--- src/rtl/ysyx_23060191_regfile_pkg.sv ---
// rtl/ysyx_23060191_regfile_pkg.sv - shared GPR widths, register indices and sizing helper
package ysyx_23060191_regfile_pkg;

    localparam int CPU_WIDTH  = 32;
    localparam int REG_ADDR_W = 5;
    localparam int GPR_NUM    = 1 << REG_ADDR_W;

    localparam logic [REG_ADDR_W-1:0] X0  = 5'd0;
    localparam logic [REG_ADDR_W-1:0] X1  = 5'd1;
    localparam logic [REG_ADDR_W-1:0] X2  = 5'd2;
    localparam logic [REG_ADDR_W-1:0] X3  = 5'd3;
    localparam logic [REG_ADDR_W-1:0] X4  = 5'd4;
    localparam logic [REG_ADDR_W-1:0] X5  = 5'd5;
    localparam logic [REG_ADDR_W-1:0] X6  = 5'd6;
    localparam logic [REG_ADDR_W-1:0] X7  = 5'd7;
    localparam logic [REG_ADDR_W-1:0] X8  = 5'd8;
    localparam logic [REG_ADDR_W-1:0] X9  = 5'd9;
    localparam logic [REG_ADDR_W-1:0] X10 = 5'd10;
    localparam logic [REG_ADDR_W-1:0] X11 = 5'd11;
    localparam logic [REG_ADDR_W-1:0] X12 = 5'd12;
    localparam logic [REG_ADDR_W-1:0] X13 = 5'd13;
    localparam logic [REG_ADDR_W-1:0] X14 = 5'd14;
    localparam logic [REG_ADDR_W-1:0] X15 = 5'd15;
    localparam logic [REG_ADDR_W-1:0] X16 = 5'd16;
    localparam logic [REG_ADDR_W-1:0] X17 = 5'd17;
    localparam logic [REG_ADDR_W-1:0] X18 = 5'd18;
    localparam logic [REG_ADDR_W-1:0] X19 = 5'd19;
    localparam logic [REG_ADDR_W-1:0] X20 = 5'd20;
    localparam logic [REG_ADDR_W-1:0] X21 = 5'd21;
    localparam logic [REG_ADDR_W-1:0] X22 = 5'd22;
    localparam logic [REG_ADDR_W-1:0] X23 = 5'd23;
    localparam logic [REG_ADDR_W-1:0] X24 = 5'd24;
    localparam logic [REG_ADDR_W-1:0] X25 = 5'd25;
    localparam logic [REG_ADDR_W-1:0] X26 = 5'd26;
    localparam logic [REG_ADDR_W-1:0] X27 = 5'd27;
    localparam logic [REG_ADDR_W-1:0] X28 = 5'd28;
    localparam logic [REG_ADDR_W-1:0] X29 = 5'd29;
    localparam logic [REG_ADDR_W-1:0] X30 = 5'd30;
    localparam logic [REG_ADDR_W-1:0] X31 = 5'd31;

    // Register count for a given address width (16 for RV32E, 32 for RV32I).
    function automatic int nregs(input int aw);
        return 1 << aw;
    endfunction

endpackage

--- src/rtl/ysyx_23060191_scoreboard.sv ---
// rtl/ysyx_23060191_scoreboard.sv - per-register busy bits set at issue, cleared at writeback
module ysyx_23060191_scoreboard
    import ysyx_23060191_regfile_pkg::*;
#(
    parameter int ADDR_W = REG_ADDR_W,
    parameter int NR_RD  = 2
) (
    input  logic                    clk,
    input  logic                    rst_n,
    input  logic                    set_en,
    input  logic [ADDR_W-1:0]       set_addr,
    input  logic                    clr_en,
    input  logic [ADDR_W-1:0]       clr_addr,
    input  logic [NR_RD*ADDR_W-1:0] lk_addr,
    output logic [NR_RD-1:0]        lk_busy
);

    localparam int NREGS = nregs(ADDR_W);

    logic [NREGS-1:0] busy_q;
    logic [NREGS-1:0] busy_d;

    // Set is applied after clear so a new producer supersedes the retiring one.
    always_comb begin
        busy_d = busy_q;
        if (clr_en && (clr_addr != '0)) begin
            busy_d[clr_addr] = 1'b0;
        end
        if (set_en && (set_addr != '0)) begin
            busy_d[set_addr] = 1'b1;
        end
        busy_d[0] = 1'b0;
    end

    always_ff @(posedge clk) begin
        if (!rst_n) begin
            busy_q <= '0;
        end else begin
            busy_q <= busy_d;
        end
    end

    for (genvar gi = 0; gi < NR_RD; gi++) begin : g_lk
        assign lk_busy[gi] = busy_q[lk_addr[gi*ADDR_W +: ADDR_W]];
    end

endmodule

--- src/rtl/ysyx_23060191_regfile.sv ---
// rtl/ysyx_23060191_regfile.sv - clocked GPR file with bypassed read ports and RAW scoreboard
module ysyx_23060191_regfile
    import ysyx_23060191_regfile_pkg::*;
#(
    parameter int DATA_W = CPU_WIDTH,
    parameter int ADDR_W = REG_ADDR_W,
    parameter int NR_RD  = 2,
    parameter int BYPASS = 1
) (
    input  logic                    clk,
    input  logic                    rst_n,
    input  logic                    wen,
    input  logic [ADDR_W-1:0]       waddr,
    input  logic [DATA_W-1:0]       wdata,
    input  logic [NR_RD*ADDR_W-1:0] raddr,
    output logic [NR_RD*DATA_W-1:0] rdata,
    output logic [NR_RD-1:0]        rd_busy,
    input  logic                    busy_set,
    input  logic [ADDR_W-1:0]       busy_addr,
    input  logic [ADDR_W-1:0]       dbg_addr,
    output logic [DATA_W-1:0]       dbg_data
);

    localparam int NREGS = nregs(ADDR_W);

    logic [DATA_W-1:0] regs_q [NREGS];
    logic [DATA_W-1:0] regs_d [NREGS];
    logic              wr_en;
    logic [NR_RD-1:0]  sb_busy;

    assign wr_en = wen && (waddr != '0);

    always_comb begin
        for (int i = 0; i < NREGS; i++) begin
            regs_d[i] = regs_q[i];
        end
        if (wr_en) begin
            regs_d[waddr] = wdata;
        end
    end

    always_ff @(posedge clk) begin
        if (!rst_n) begin
            for (int i = 0; i < NREGS; i++) begin
                regs_q[i] <= '0;
            end
        end else begin
            for (int i = 0; i < NREGS; i++) begin
                regs_q[i] <= regs_d[i];
            end
        end
    end

    ysyx_23060191_scoreboard #(
        .ADDR_W (ADDR_W),
        .NR_RD  (NR_RD)
    ) u_scoreboard (
        .clk      (clk),
        .rst_n    (rst_n),
        .set_en   (busy_set),
        .set_addr (busy_addr),
        .clr_en   (wen),
        .clr_addr (waddr),
        .lk_addr  (raddr),
        .lk_busy  (sb_busy)
    );

    // A port hitting the in-flight write sees its data and no longer waits on it.
    for (genvar gi = 0; gi < NR_RD; gi++) begin : g_rd
        logic [ADDR_W-1:0] ra;
        logic              hit;

        assign ra  = raddr[gi*ADDR_W +: ADDR_W];
        assign hit = (BYPASS != 0) && wr_en && (waddr == ra);
        assign rdata[gi*DATA_W +: DATA_W] = (ra == '0) ? '0 :
                                            hit        ? wdata : regs_q[ra];
        assign rd_busy[gi] = sb_busy[gi] & ~hit;
    end

    assign dbg_data = (dbg_addr == '0) ? '0 : regs_q[dbg_addr];

endmodule

--- config.mk ---
export PLATFORM = sky130hd
export DESIGN_NAME = ysyx_23060191_regfile
export DESIGN_NICKNAME = d
export VERILOG_FILES = /design/src/rtl/ysyx_23060191_regfile_pkg.sv /design/src/rtl/ysyx_23060191_scoreboard.sv /design/src/rtl/ysyx_23060191_regfile.sv
export SDC_FILE = /design/constraint.sdc
export NUM_CORES = 2
export LEC_CHECK = 0
export ABC_CLOCK_PERIOD_IN_PS = 4100
export BUFFER_PORTS_ARGS = -buffer_cell sky130_fd_sc_hd__buf_2
export CAP_MARGIN = 20
export CORE_ASPECT_RATIO = 1.4
export CORE_MARGIN = 8
export CORE_UTILIZATION = 45
export DETAILED_ROUTE_END_ITERATION = 7
export HOLD_SLACK_MARGIN = 0.02
export PLACE_DENSITY = 0.62
export SLEW_MARGIN = 20
export SYNTH_ARGS = -nofsm -noshare
export SYNTH_HDL_FRONTEND = slang
export SYNTH_HIERARCHICAL = 1
export SYNTH_SLANG_ARGS = --single-unit
--- constraint.sdc ---
create_clock -name clk -period 4.1 [get_ports clk]
set_input_delay 0.82 -clock clk [delete_from_list [all_inputs] [get_ports clk]]
set_output_delay 0.82 -clock clk [all_outputs]
set_load 0.05 [all_outputs]
======== Yosys cells after proc, flatten, opt, wreduce, memory -nomap -nowiden ========
Memories as Yosys holds them, arrays and structs flattened.
Index checks and enable logic that the tools add are counted.
W data, S select, Z words.
storage, ports and cells
  output and inout bits ................... 98
  input port bits ......................... 61
  bits in latches ......................... 0
  memories ................................ 1
  memory bits (writable) .................. 1,024
  bits in read-only memories .............. 0
  register bits ........................... 32
  logic and storage cells ................. 118
operators by class
  $add $sub $neg .......................... 0
  multipliers ............................. 0
  equality and inequality tests ........... 2
  divide/modulo/power cells ............... 0
  reductions and logical operators ........ 12
  shift operators ......................... 0
  muxes and demuxes ....................... 53
  $lt $le $gt $ge ......................... 8
  bitwise operators ....................... 40
memory list
  name    depth  width  read ports  clocked after Yosys merged registers in  write ports  RTL line                     RTL
  regs_q  32     32     35          0                                        32           ysyx_23060191_regfile.sv:26  logic [DATA_W-1:0] regs_q [NREGS];
operators with widths
  cell                  number
  $mux W32              40
  $bwmux W1024          1
  $mux W1024            1
  $demux W32 S5         1
  $and A32 B32 Y32      1
  $not A32 Y32          1
  $or A1 B1 Y1          32
  $or A32 B32 Y32       1
  $lt A5 B6 Y1 const B  4
  $logic_not A5 Y1      3
  $bmux W1 S5           2
  $demux W1 S5          2
  $eq A5 B5 Y1          2
  $ge A5 B1 Y1 const B  2
  $reduce_bool A5 Y1    2
  $logic_and A1 B1 Y1   7
  $ge A6 B6 Y1 const B  1
  $lt A6 B1 Y1 const B  1
  $mux W1               6
  $not A5 Y6            1
  $and A1 B1 Y1         2
  $not A1 Y1            2

======== Logic depth before layout (Yosys ltp) ========
  depth after elaboration ................. 9
  depth in mapped cells ................... 10
  gate-level depth less buffers ........... 5

======== By module ========
Netlist, hierarchy kept.
modules (own cells, without submodules)
  module                    area each (µm²)  times used  seq. area each (µm²)  cells an instance
  ysyx_23060191_regfile     63,059.2         1           20,499.7              6,626
  ysyx_23060191_scoreboard  1,930.6          1           620.6                 241

======== Least setup slack after synthesis ========
OpenSTA, ideal clock, no wires.
  kind .................................... input to output
  start point ............................. in raddr[0]
  end point ............................... out rdata[6]
  arrival time ............................ 2,935 ps
  path buffers ............................ 4
  stages on the path ...................... 9
  setup slack ............................. 345 ps
  data required time ...................... 3,280 ps
  path through ............................ buf_6 -> buf_6 -> buf_6 -> buf_8 -> mux2i_1 -> a221oi_2 -> o21ai_1 -> a211o_1 -> o221ai_1
between the ends
  longest elaborated chain between the ends .. 4
  elaborated cells between the ends (all ways) .. 6
  classes of those cells .................. 1 x eq/ne; 2 x mux; 2 x reduce/logical; 1 x memory
RTL lines
  item                                                                     RTL line                     RTL
  start, declared                                                          ysyx_23060191_regfile.sv:15  input logic [NR_RD*ADDR_W-1:0] raddr,
  parallel branches: the longest is 3 deep, another holds $mem_v2 Z32 W32  -
  $mux W32 *                                                               ysyx_23060191_regfile.sv:75  assign rdata[gi*DATA_W +: DATA_W] = (ra == '0) ? '0 :
  end, declared                                                            ysyx_23060191_regfile.sv:16  output logic [NR_RD*DATA_W-1:0] rdata,
Mark *: on every way between the ends.

======== Final worst setup path ========
  start point ............................. in raddr[4]
  end point ............................... out rdata[22]
The elaborated chain is that of the path after synthesis.

==> summary.txt <==
initial antenna violation count - 18
cell area after synthesis - 0.0650 mm^2
Clk Latency, worst-skew pair - 780 ps
status - complete, but fails checks
Seq/Total Area, Yosys - 32.5%
fmax - 239 MHz
Slew Limit Fails - 0
Setup CP Type - input port to primary output
Hold Crit Start - wdata[5]
die area - 0.157 mm^2
Clock power frac - 44.7%
filler cell count - 12,900
multi-input logic area - 0.0408 mm^2
first-pass GRT wire length - 430,000 um
Synth Area in Compound Gates - 17.2%
CTS max path bufs - 3
actual slew at the worst max-slew pin - 1040 ps
IO Pins - 159
VDD IR max - 0.344 mV
vias in the first global route - 58,600
leak pwr - 24.8 nW
Clock H-tree levels - 3
Final Routed Wirelength - 306,000 um
arrival time worst endpoint - 3370 ps
Final setup viols - 3
violated checks - negative setup slack
mux contribution to synthesized area - 30.2%
Avg WL per Cell - 34.6 um
Layout Cells excl Fill - 8,847
commonest non-fill, non-tap cells in the layout - nand2_1 (2,148), dfxtp_1 (1,055), a21boi_0 (1,000), mux4_2 (696), buf_4 (307)
minimum clock period - 4190 ps
worst-case reg-to-reg path depth - 2
setup TNS - -166 ps
final setup margin - -92.0 ps
Residual DRC - 0
Ys Warns - 6
placed insts - 8,626
CTS tree - built
CP max FO - 10
Internal - 17.8 mW
switching pwr - 6.93 mW
clock root cell - clkbuf_16
num rows - 165
XOR/XNOR Fraction of Synth Area - 0.135%
Synth Area in Simple Gates - 14.6%
cts bufs inserted - 111
placed wire-length estimate - 187,000 um
Async SR Flop Fraction - 0%
final worst-path cycle share - 102%
Final Hold Vio Count - 0
Post-synth EDFFs - 0
sequential share of power - 42.0%
Post-Syn Nets - 6,928
area of the core - 0.144 mm^2
total gr overflow - 0
ANT nets after route - 0
#FFs+latches synth - 1,055
area share of fa/ha/maj cells after synthesis - 0%
hold path endpoint - regs_q[1][5]$_SDFFE_PN0P_
R2R setup slack - 3290 ps
iteration count of the initial detailed-routing pass - 6
register area - 0.0211 mm^2
startpoint types - input port
largest net degree at the start of global routing - 143
Hold Slack - 378 ps
Switching Share - 28.0%
pre-CTS setup slack - -176 ps
maxcap violations - 0
syn_area_per_cell - 9.46 um^2
CTS sink cnt - 1,055
Placer Congestion - 0.965
Yosys cell types - 62
final net count - 6,881
r2r startpoint - u_scoreboard/busy_q[1]$_SDFF_PN0_
share of cells above drive strength 1 - 24.1%
Total GRT Usage - 37.7%
commonest non-fill, non-tap cell in the layout - nand2_1
Hold Path Depth - 3
routed vias - 61,000
Hold Crit Class - input port to flop
area grow syn2layout - 14.3%
Chip Width - 337 um
die extent in y - 466 um
Logic pwr share - 13.3%
skew final - 0 ps
CP Capture Type - primary output
Reg-to-Reg End - u_scoreboard/busy_q[1]$_SDFF_PN0_
WP data required - 3280 ps
detailed-route vias per instance - 6.90
initial DRC count - 9,026
main combinational cell family by area after synthesis - multiplexers
Mapped Cells - 6,867
Max-Slew Margin vs Limit - 30.6%
# port buffers - 158
ys flop type - dfxtp_1
PD cells - 333 mW/mm^2
Starting Density - 45.2%
Clk pin slew, worst setup/hold paths - 70 ps
[kinds of logic after synthesis]
group,Yosys count
AND/OR/NAND/NOR,2428
AO/OA/AOI/OAI,1505
multiplexers,1082
flip-flops,1055
buffers and inverters,787
XOR/XNOR,10
[worst max-delay path: stages]
cell,delay (ps)
buf_4,260
buf_4,280
nand2_1,480
buf_4,390
o22ai_1,190
a311oi_1,70
nor2_1,410
buf_4,190
buf_2,250
[power groups by stage]
stage / combinational (mW) / clock [mW] / sequential [mW]
final: 3.28 / 11.1 / 10.4
after global routing: 3.32 / 11.4 / 10.4
after CTS: 3.16 / 11.0 / 10.4
after detailed placement: 3.15 / 0 / 10.6
after global placement: 3.14 / 0 / 10.6
after floorplan: 1.87 / 0 / 10.6
[cells in the mapped netlist, types with 8 or more instances]
master	count	area share, %
nand2_1	2180	13
dfxtp_1	1055	32
a21boi_0	1000	12
mux4_2	696	24
clkbuf_1	499	2.9
mux2i_1	293	4.5
buf_2	147	1.1
mux2_2	93	1.6
nor2_1	93	0.54
o22ai_1	67	0.64
o21ai_0	63	0.49
a22oi_1	52	0.60
a21oi_1	41	0.32
a221oi_1	38	0.51
inv_1	38	0.22
a211oi_1	37	0.43
and2_1	36	0.35
o21ai_1	35	0.27
o221ai_1	33	0.44
a32o_1	32	0.49
buf_4	31	0.36
buf_6	26	0.45
a2111oi_0	25	0.34
nor3_1	25	0.19
clkbuf_2	24	0.18
nand3_1	22	0.17
a21boi_1	21	0.24
buf_1	19	0.11
nor2b_1	16	0.15
a221o_1	15	0.23
nand2b_1	12	0.12
o211ai_1	8	0.092
xnor2_1	8	0.11
[how the worst max path moves through the flow]
stage          startpoint         to  slack [ps]  depth (start not counted)
2_1_floorplan    raddr[0]   rdata[6]         350                          9
3_3_place_gp     raddr[0]  rdata[27]        -210                          8
3_5_place_dp     raddr[0]  rdata[27]        -180                          8
4_1_cts          raddr[0]   rdata[1]          10                          9
5_1_grt          raddr[0]  rdata[22]         -20                          9
6_report         raddr[4]  rdata[22]         -90                          9
[metrics by stage]
| step | utilization (%) | cell area, um^2 | total power, mW |
|---|---|---|---|
| floorplan | - | 65000 | 12.5 |
| global placement | 48.8 | 70300 | 13.8 |
| detailed placement | 48.8 | 70300 | 13.8 |
| CTS | 51.5 | 74200 | 24.6 |
| global route | 51.6 | 74200 | 25.2 |
| finish | 51.6 | 74300 | 24.7 |
[cell type report]
class | count | share of cell area, %
timing repair buffer | 587 | 7.88
tap | 1920 | 3.23
clock inverter | 61 | 1.06
clock buffer | 142 | 4.16
antenna | 17 | 0.0573
inverter | 40 | 0.202
sequential | 1055 | 28.4
multi-input combinational | 5025 | 55.0
[sequential cells by signal, indices dropped and copies added (netlist names)]
name	cells
u_scoreboard/busy_q	31
regs_q	1024
[metal layers]
layer / up-vias / track usage [%] / share of wire (%)
li1: 24600 / - / -
met1: 29700 / 46.1 / 34
met2: 5169 / 54.3 / 42
met3: 1522 / 12.5 / 14
met4: 14 / 29.6 / 9.9
met5: - / 0.344 / 0.047
[timing repair]
item	in CTS	in global routing
hold buffers	0	0
endpoints found under the setup margin	11	19
buffers inserted	0	1
pin swaps	0	3
gates resized for setup	7	15
(Power assumes the default switching activity.)
